--- src/rtl/fusion_pkg.sv ---
// Shared definitions for the bit-fusion MAC processing element.
// Weight precision modes, their one-hot width codes and the decoder.
package fusion_pkg;

    typedef enum logic [1:0] {
        MODE_FULL = 2'd0,
        MODE_HALF = 2'd1,
        MODE_2B   = 2'd2
    } mode_t;

    localparam logic [3:0] WW_FULL = 4'b1000;
    localparam logic [3:0] WW_HALF = 4'b0100;
    localparam logic [3:0] WW_2B   = 4'b0010;

    function automatic logic ww_legal(input logic [3:0] ww);
        return (ww == WW_FULL) || (ww == WW_HALF) || (ww == WW_2B);
    endfunction

    // Anything that is not a legal code falls back to the narrowest mode.
    function automatic mode_t ww_decode(input logic [3:0] ww);
        mode_t m;
        case (ww)
            WW_FULL: m = MODE_FULL;
            WW_HALF: m = MODE_HALF;
            default: m = MODE_2B;
        endcase
        return m;
    endfunction

endpackage

--- src/rtl/fusion_lane_mac.sv ---
// One weight-slice multiply: extends activation and slice by their
// sign flags, multiplies exactly and resizes the product to the lane width.
module fusion_lane_mac #(
    parameter int DATA_W = 8,
    parameter int W      = 2,
    parameter int P      = 13
) (
    input  logic [DATA_W-1:0] a,
    input  logic              s_a,
    input  logic [W-1:0]      b,
    input  logic              s_b,
    output logic [P-1:0]      prod
);

    localparam int PW = DATA_W + W + 2;

    logic signed [DATA_W:0] a_x;
    logic signed [W:0]      b_x;
    logic signed [PW-1:0]   p_x;

    assign a_x  = {s_a & a[DATA_W-1], a};
    assign b_x  = {s_b & b[W-1], b};
    assign p_x  = PW'(a_x) * PW'(b_x);
    assign prod = P'(p_x);

endmodule

--- src/rtl/fusion_unit_pipe.sv ---
// Elastic two-stage bit-fusion MAC PE with per-beat weight precision.
// S1 holds products of every mode; S2 selects by mode and accumulates.
module fusion_unit_pipe
    import fusion_pkg::*;
#(
    parameter int DATA_W    = 8,
    parameter int COL_WIDTH = 13
) (
    input  logic                              clk,
    input  logic                              rst,
    input  logic                              in_valid,
    output logic                              in_ready,
    input  logic [DATA_W-1:0]                 in,
    input  logic [DATA_W-1:0]                 weight,
    input  logic [COL_WIDTH*(DATA_W/2)-1:0]   psum_in,
    input  logic [3:0]                        weight_width,
    input  logic                              s_in,
    input  logic                              s_weight,
    output logic                              out_valid,
    input  logic                              out_ready,
    output logic [COL_WIDTH*(DATA_W/2)-1:0]   psum_fwd,
    output logic                              mode_err
);

    localparam int LANES  = DATA_W / 2;
    localparam int PSUM_W = COL_WIDTH * LANES;
    localparam int HALF_W = DATA_W / 2;
    localparam int HALF_P = PSUM_W / 2;

    mode_t              in_mode;
    mode_t              s1_mode;
    logic               s1_valid;
    logic               s2_adv;
    logic               busy;
    logic               accept;
    logic [PSUM_W-1:0]  p_full, p_half, p_2b;
    logic [PSUM_W-1:0]  s1_psum, s1_full, s1_half, s1_2b;
    logic [PSUM_W-1:0]  sum;

    assign in_mode = ww_decode(weight_width);
    assign s2_adv  = s1_valid && (!out_valid || out_ready);
    assign busy    = s1_valid || out_valid;

    // All in-flight beats share s1_mode; a new mode waits for an empty pipe.
    assign in_ready = (!s1_valid || s2_adv) && (!busy || (in_mode == s1_mode));
    assign accept   = in_valid && in_ready;

    fusion_lane_mac #(.DATA_W(DATA_W), .W(DATA_W), .P(PSUM_W)) u_full (
        .a(in), .s_a(s_in), .b(weight), .s_b(s_weight), .prod(p_full)
    );

    for (genvar k = 0; k < 2; k++) begin : g_half
        fusion_lane_mac #(.DATA_W(DATA_W), .W(HALF_W), .P(HALF_P)) u_mac (
            .a(in), .s_a(s_in),
            .b(weight[k*HALF_W +: HALF_W]), .s_b(s_weight),
            .prod(p_half[k*HALF_P +: HALF_P])
        );
    end

    for (genvar k = 0; k < LANES; k++) begin : g_2b
        fusion_lane_mac #(.DATA_W(DATA_W), .W(2), .P(COL_WIDTH)) u_mac (
            .a(in), .s_a(s_in),
            .b(weight[k*2 +: 2]), .s_b(s_weight),
            .prod(p_2b[k*COL_WIDTH +: COL_WIDTH])
        );
    end

    always_ff @(posedge clk or posedge rst) begin
        if (rst) begin
            s1_valid <= 1'b0;
            s1_mode  <= MODE_2B;
            s1_psum  <= '0;
            s1_full  <= '0;
            s1_half  <= '0;
            s1_2b    <= '0;
            mode_err <= 1'b0;
        end else begin
            mode_err <= accept && !ww_legal(weight_width);
            if (accept) begin
                s1_valid <= 1'b1;
                s1_mode  <= in_mode;
                s1_psum  <= psum_in;
                s1_full  <= p_full;
                s1_half  <= p_half;
                s1_2b    <= p_2b;
            end else if (s2_adv) begin
                s1_valid <= 1'b0;
            end
        end
    end

    always_comb begin
        sum = '0;
        case (s1_mode)
            MODE_FULL: sum = s1_psum + s1_full;
            MODE_HALF: begin
                for (int k = 0; k < 2; k++) begin
                    sum[k*HALF_P +: HALF_P] =
                        s1_psum[k*HALF_P +: HALF_P] + s1_half[k*HALF_P +: HALF_P];
                end
            end
            default: begin
                for (int k = 0; k < LANES; k++) begin
                    sum[k*COL_WIDTH +: COL_WIDTH] =
                        s1_psum[k*COL_WIDTH +: COL_WIDTH] + s1_2b[k*COL_WIDTH +: COL_WIDTH];
                end
            end
        endcase
    end

    always_ff @(posedge clk or posedge rst) begin
        if (rst) begin
            out_valid <= 1'b0;
            psum_fwd  <= '0;
        end else if (s2_adv) begin
            out_valid <= 1'b1;
            psum_fwd  <= sum;
        end else if (out_ready) begin
            out_valid <= 1'b0;
        end
    end

endmodule

--- config.mk ---
export PLATFORM = sky130hd
export DESIGN_NAME = fusion_unit_pipe
export DESIGN_NICKNAME = d
export VERILOG_FILES = /design/src/rtl/fusion_pkg.sv /design/src/rtl/fusion_lane_mac.sv /design/src/rtl/fusion_unit_pipe.sv
export SDC_FILE = /design/constraint.sdc
export NUM_CORES = 1
export LEC_CHECK = 0
export CAP_MARGIN = 20
export CORE_UTILIZATION = 64
export CTS_CLUSTER_DIAMETER = 50
export DETAILED_ROUTE_END_ITERATION = 16
export HOLD_SLACK_MARGIN = 0.12
export PLACE_DENSITY = 0.84
export SETUP_SLACK_MARGIN = 0.4
export SYNTH_ARGS = -nofsm -noshare
export SYNTH_HDL_FRONTEND = slang
export SYNTH_HIERARCHICAL = 1
export SYNTH_SLANG_ARGS = --single-unit
--- constraint.sdc ---
create_clock -name clk -period 10.5 [get_ports clk]
set_input_delay 1.575 -clock clk [delete_from_list [all_inputs] [get_ports clk]]
set_output_delay 1.575 -clock clk [all_outputs]
set_load 0.01 [all_outputs]
Word level (Yosys, flattened, before mapping)
Cells that the tools add are included.
{"block": "op_classes", "n_eq_ne": 5, "muxes": 6, "n_reduce_logical": 17, "addsub": 7, "multipliers": 7, "bitwise": 5}
{"cell": "52-bit case mux with 2 select lines", "count": 1}
{"cell": "13-bit adder", "count": 4}
{"cell": "26-bit adder", "count": 2}
{"cell": "52-bit adder", "count": 1}
{"cell": "9-bit by 3-bit multiplier with 12-bit output", "count": 4}
{"cell": "9-bit by 5-bit multiplier with 14-bit output", "count": 2}
{"cell": "9-bit by 9-bit multiplier with 18-bit output", "count": 1}
{"cell": "1-bit logical OR", "count": 6}
{"cell": "1-bit bitwise AND", "count": 5}
{"cell": "4-bit by 2-bit == test with 1-bit output, second input constant", "count": 1}
{"cell": "4-bit by 3-bit == test with 1-bit output, second input constant", "count": 1}
{"cell": "4-bit == test, second input constant", "count": 1}
{"cell": "1-bit logical AND", "count": 4}
{"cell": "1-bit logical NOT", "count": 4}
{"cell": "1-bit two-way mux", "count": 4}
{"cell": "2-bit case mux with 2 select lines", "count": 1}
{"cell": "2-bit nonzero test", "count": 2}
{"cell": "2-bit by 1-bit == test with 1-bit output, second input constant", "count": 1}
{"cell": "2-bit == test", "count": 1}
{"cell": "2-bit logical NOT", "count": 1}
{"block": "word_totals", "wordCells": 56, "input_bits": 78, "out_inout_bits": 55, "register_bits": 218}

Depth between registers and ports, before layout
{"block": "depth", "ltp_word": 7, "mapped_depth": 20}

Hierarchy
Netlist, hierarchy kept.
{"module": "fusion_unit_pipe", "area_per_inst_um2": 17775.8, "cells_per_inst": 1804, "instances": 1}
{"module": "fusion_lane_mac at g_half[0].u_mac ...", "area_per_inst_um2": 1735.4, "cells_per_inst": 205, "instances": 2}
{"module": "fusion_lane_mac at g_2b[0].u_mac ...", "area_per_inst_um2": 843.3, "cells_per_inst": 100, "instances": 4}
{"module": "fusion_lane_mac at u_full", "area_per_inst_um2": 3372.0, "cells_per_inst": 388, "instances": 1}

Least setup slack after synthesis
OpenSTA, ideal clock, no wires.
{"block": "synth_timing", "path_type": "input to register", "from": "input weight[7]", "to": "register s1_full[48] (netlist name)", "slack_ns": 2.687, "arrival_ns": 7.749, "cell_stages": 18, "path_buffers": 2, "path_cell_list": "clkbuf_1 > nand2_1 > or2_2 > fa_1 > fa_1 > inv_1 > fa_1 > fa_1 > inv_1 > fa_1 > inv_1 > ha_1 > o31a_2 > o211ai_2 > a31oi_1 > xnor2_1 > buf_4 > mux2_2"}
{"block": "synth_via", "elab_chain_len": 2}
{"item": "from (decl)", "line_no": "fusion_unit_pipe.sv:14", "rtl": "input logic [DATA_W-1:0] weight,"}
{"item": "1-bit bitwise AND", "line_no": "fusion_lane_mac.sv:22", "rtl": "assign b_x = {s_b & b[W-1], b};"}
{"item": "9-bit by 9-bit multiplier with 18-bit output (*)", "line_no": "fusion_lane_mac.sv:23", "rtl": "assign p_x = PW'(a_x) * PW'(b_x);"}
{"item": "named net p_full[17]", "line_no": "fusion_unit_pipe.sv:36", "rtl": "logic [PSUM_W-1:0] p_full, p_half, p_2b;"}
Mark *: on every way through the listed nets, which the timed path passes. The rest lies on a longest branch.
A chain may end at the register's enable or synchronous reset.

Worst setup path in the final report
{"block": "layout_timing", "from": "input s_in", "to": "register s1_full[47] (netlist name)"}
{"block": "layout_via", "elab_chain_len": 2}
{"item": "from (decl)", "line_no": "fusion_unit_pipe.sv:17", "rtl": "input logic s_in,"}
{"item": "1-bit bitwise AND", "line_no": "fusion_lane_mac.sv:21", "rtl": "assign a_x = {s_a & a[DATA_W-1], a};"}
{"item": "9-bit by 9-bit multiplier with 18-bit output", "line_no": "fusion_lane_mac.sv:23"}
{"item": "named net p_full[17]", "line_no": "fusion_unit_pipe.sv:36"}
The timed path passes the listed nets, and every way through them passes these cells.

==> results.json <==
{
  "status": "finished, final reports clean",
  "placed_cells": 3594,
  "dr.pass1.iters": 7,
  "root_buffer": "clkbuf_16",
  "cp_max_fo": 35,
  "holdWs_ns": 0.4788,
  "synthTopCellsByArea": "dfrtp_1, ha_1, fa_1",
  "use_met3_pct": 4.550,
  "seq_area_um2": 6634,
  "rsz0062_at_grt": "no",
  "cpLargestDelayFamily": "adder cells",
  "multiInputGateArea_um2": 19510,
  "timing.critical_path.buf_inv": 5,
  "synth_top_family_by_area": "adder cells",
  "grt_pass1_wl_um": 117300,
  "final_area_um2": 30840,
  "gp_congestion": 0.9179,
  "cts_tree": "built",
  "antenna_found_initial": 1,
  "setup_violations": 0,
  "insertion_delay_ns": 0.57,
  "fill_cells": 3199,
  "rows": 76,
  "arrival_ns": 7.87,
  "max_slew_margin_pct": 25.50,
  "cp_common_cell": "fa_1",
  "post-cts-setup-buffers": 0,
  "finalNetCount": 3611,
  "grt_pass1_vias": 22530,
  "cts_hold_buffers": 0,
  "diodes": 0,
  "clockBufferDepth": 3,
  "die_h_um": 211.1,
  "ys_seq_elements": 265,
  "yosys.area.top_type_share_pct": 23.60,
  "placement.io_buffers": 132,
  "synth_edf_count": 0,
  "cp-end-kind": "flip-flop",
  "die_x_um": 211.1,
  "place_area_um2": 29450,
  "use_met1_pct": 43.18,
  "dieArea_um2": 44580,
  "synth_fa_ha_area_share_pct": 26.15,
  "netlist_area_um2": 27990,
  "drc": 0,
  "critPathRequiredTime_ns": 10.94,
  "drt-wirelength-per-cell_um": 19.94,
  "period_needed_ns": 7.422,
  "dp_hpwl_um": 54390,
  "start_util_pct": 64.98,
  "viasPerCell": 6.119,
  "cts.htree.levels": 2,
  "hold_viol": 0,
  "gr-max-usage-layer": "met2",
  "cts_resized": 0,
  "cp_cell_sequence": "clkdlybuf4s50_1 > and2_1 > nand2_1 > fa_1 > inv_1 > fa_1 > fa_1 > inv_1 > fa_1 > inv_1 > ha_1 > ha_1 > a2111o_1 > o211ai_2 > a31oi_1 > xnor2_2 > buf_4 > mux2_2",
  "start_kind": "primary input",
  "synth_nets": 3560,
  "fmax_ghz": 0.1347,
  "synth-compound-area-share_pct": 14.87,
  "yosysTopAreaCell": "dfrtp_1",
  "finalPower_uw": 11180,
  "grt_usage_pct": 33.24,
  "area_growth_pct": 10.16,
  "synth_xor_area_share_pct": 6.008,
  "synth_cell_type_count": 82,
  "cts_made_buffers": 39,
  "grt_remaining_overflow": 0,
  "path_class": "in2reg",
  "power.leakage_uw": 0.01464,
  "maxSlewViolCount": 0,
  "core_area_um2": 43080,
  "peakVddDrop_mv": 0.2021,
  "grt.met2_usage_pct": 56.85,
  "detail-route-antenna-nets": 0,
  "clk_pin_slew_ns": 0.06,
  "dr_total_vias": 22450,
  "ys_warn_count": 6,
  "fin_skew_ns": 0.02951,
  "async_reset_ff_share_pct": 100.0,
  "synth_flop_cell": "dfrtp_1",
  "drive_gt1_share_pct": 11.74,
  "drv_cap": 0,
  "synth_sequential_area_ratio_pct": 23.69,
  "power.density_nw_per_um2": 362.5,
  "synth-simple-area-share_pct": 13.59,
  "slowest_delay_ns": 1.10,
  "pin_count": 133,
  "tns_ns": 0,
  "cts_num_sinks": 265,
  "syn_area_per_cell_um2": 9.324,
  "synth_mux_area_share_pct": 8.976,
  "routed_wl_um": 73170,
  "grt_max_degree": 118,
  "netlist_instances": 3002,
  "drt_iter0_drc": 1496,
  "layoutNonFillerInstCount": 3669,
  "tightestPinTransition_ns": 1.115,
  "slowest_stage": "clkdlybuf4s50_1",
  "hp-class": "reg2reg",
  "period_share_pct": 70.68
}
final timing paths:
kind,from,to,slack (ns),cells after the start
max,s_in,s1_full[47],3.08,18
min,psum_fwd[13],psum_fwd[13],0.48,2
max reg2reg,s1_psum[0],psum_fwd[50],6.29,13
min reg2reg,psum_fwd[13],psum_fwd[13],0.48,2
max in group asynchronous,rst,s1_mode[0],7.38,3
min in group asynchronous,rst,s1_psum[21],1.55,2
through the flow:
step	utilization (%)	setup slack [ns]
after CTS	71.46	3.149
after global routing	71.58	2.783
final	71.58	3.078
after detailed placement	68.38	2.570
after floorplan	-	1.630
after global placement	68.38	2.700
worst reg2reg max path, stage by stage (launching register included):
cell	delay, ns
dfrtp_1	0.41
ha_1	0.26
inv_1	0.08
fa_1	0.42
nor2b_1	0.19
o211ai_1	0.17
a211oi_1	0.61
o2111ai_1	0.34
a21oi_1	0.45
o21ai_1	0.17
o2111a_1	0.31
o31ai_1	0.40
mux2i_1	0.26
nand2_1	0.07
state kept, by name, summed over array words and instances (netlist names):
signal     flops
s1_psum       52
s1_mode        2
out_valid      1
s1_valid       1
mode_err       1
s1_full       52
s1_half       52
s1_2b         52
psum_fwd      52
layout make-up:
type	instances	share of cell area (%)
Clock buffer	47	3.425
Inverter	291	3.567
Tap cell	585	2.374
Clock inverter	25	0.8764
Sequential cell	265	21.51
Timing Repair Buffer	156	4.975
Multi-Input combinational cell	2300	63.27
routing by layer:
metal	wire length [um]	vias up	share of wire [%]
li1	-	10420	-
met1	30930	11080	42
met2	35500	783	49
met3	4286	163	5.9
met4	2444	0	3.3
met5	0	-	0
power by group:
| part | switching (uW) | total, uW | internal, uW |
|---|---|---|---|
| registers | 522 | 2090 | 1570 |
| clock network | 542 | 1330 | 784 |
| logic | 4320 | 7760 | 3440 |
| total | 5390 | 11200 | 5790 |
cell usage after synthesis (66+ instances only):
cell,n
o21ai_0,132
fa_1,175
a21o_1,68
inv_1,291
xor2_1,66
mux2_2,208
xnor2_1,126
and2_1,148
nand2_1,222
ha_1,305
dfrtp_1,264
a21oi_1,193
clkbuf_1,66
nor2_1,163
cells in the final DEF, fill, tap and decap left out, types with 35 or more instances in the layout:
| master | n |
|---|---|
| mux2_2 | 208 |
| fa_1 | 175 |
| ha_1 | 305 |
| inv_1 | 290 |
| clkdlybuf4s50_1 | 132 |
| nor2_1 | 162 |
| nand3_1 | 35 |
| xor2_1 | 66 |
| and2_1 | 148 |
| and3_1 | 36 |
| a21o_1 | 68 |
| dfrtp_1 | 263 |
| nand2_1 | 220 |
| xnor2_1 | 124 |
| a21oi_1 | 193 |
| o21ai_0 | 132 |
| clkbuf_16 | 39 |
cell families after synthesis:
| family | after synthesis |
|---|---|
| simple gates | 765 |
| compound gates | 638 |
| fa+ha+maj | 480 |
| buf+inv | 437 |
| flops | 265 |
| mux | 225 |
| xor+xnor | 192 |
Note: power is estimated with default switching activity, not from simulation.
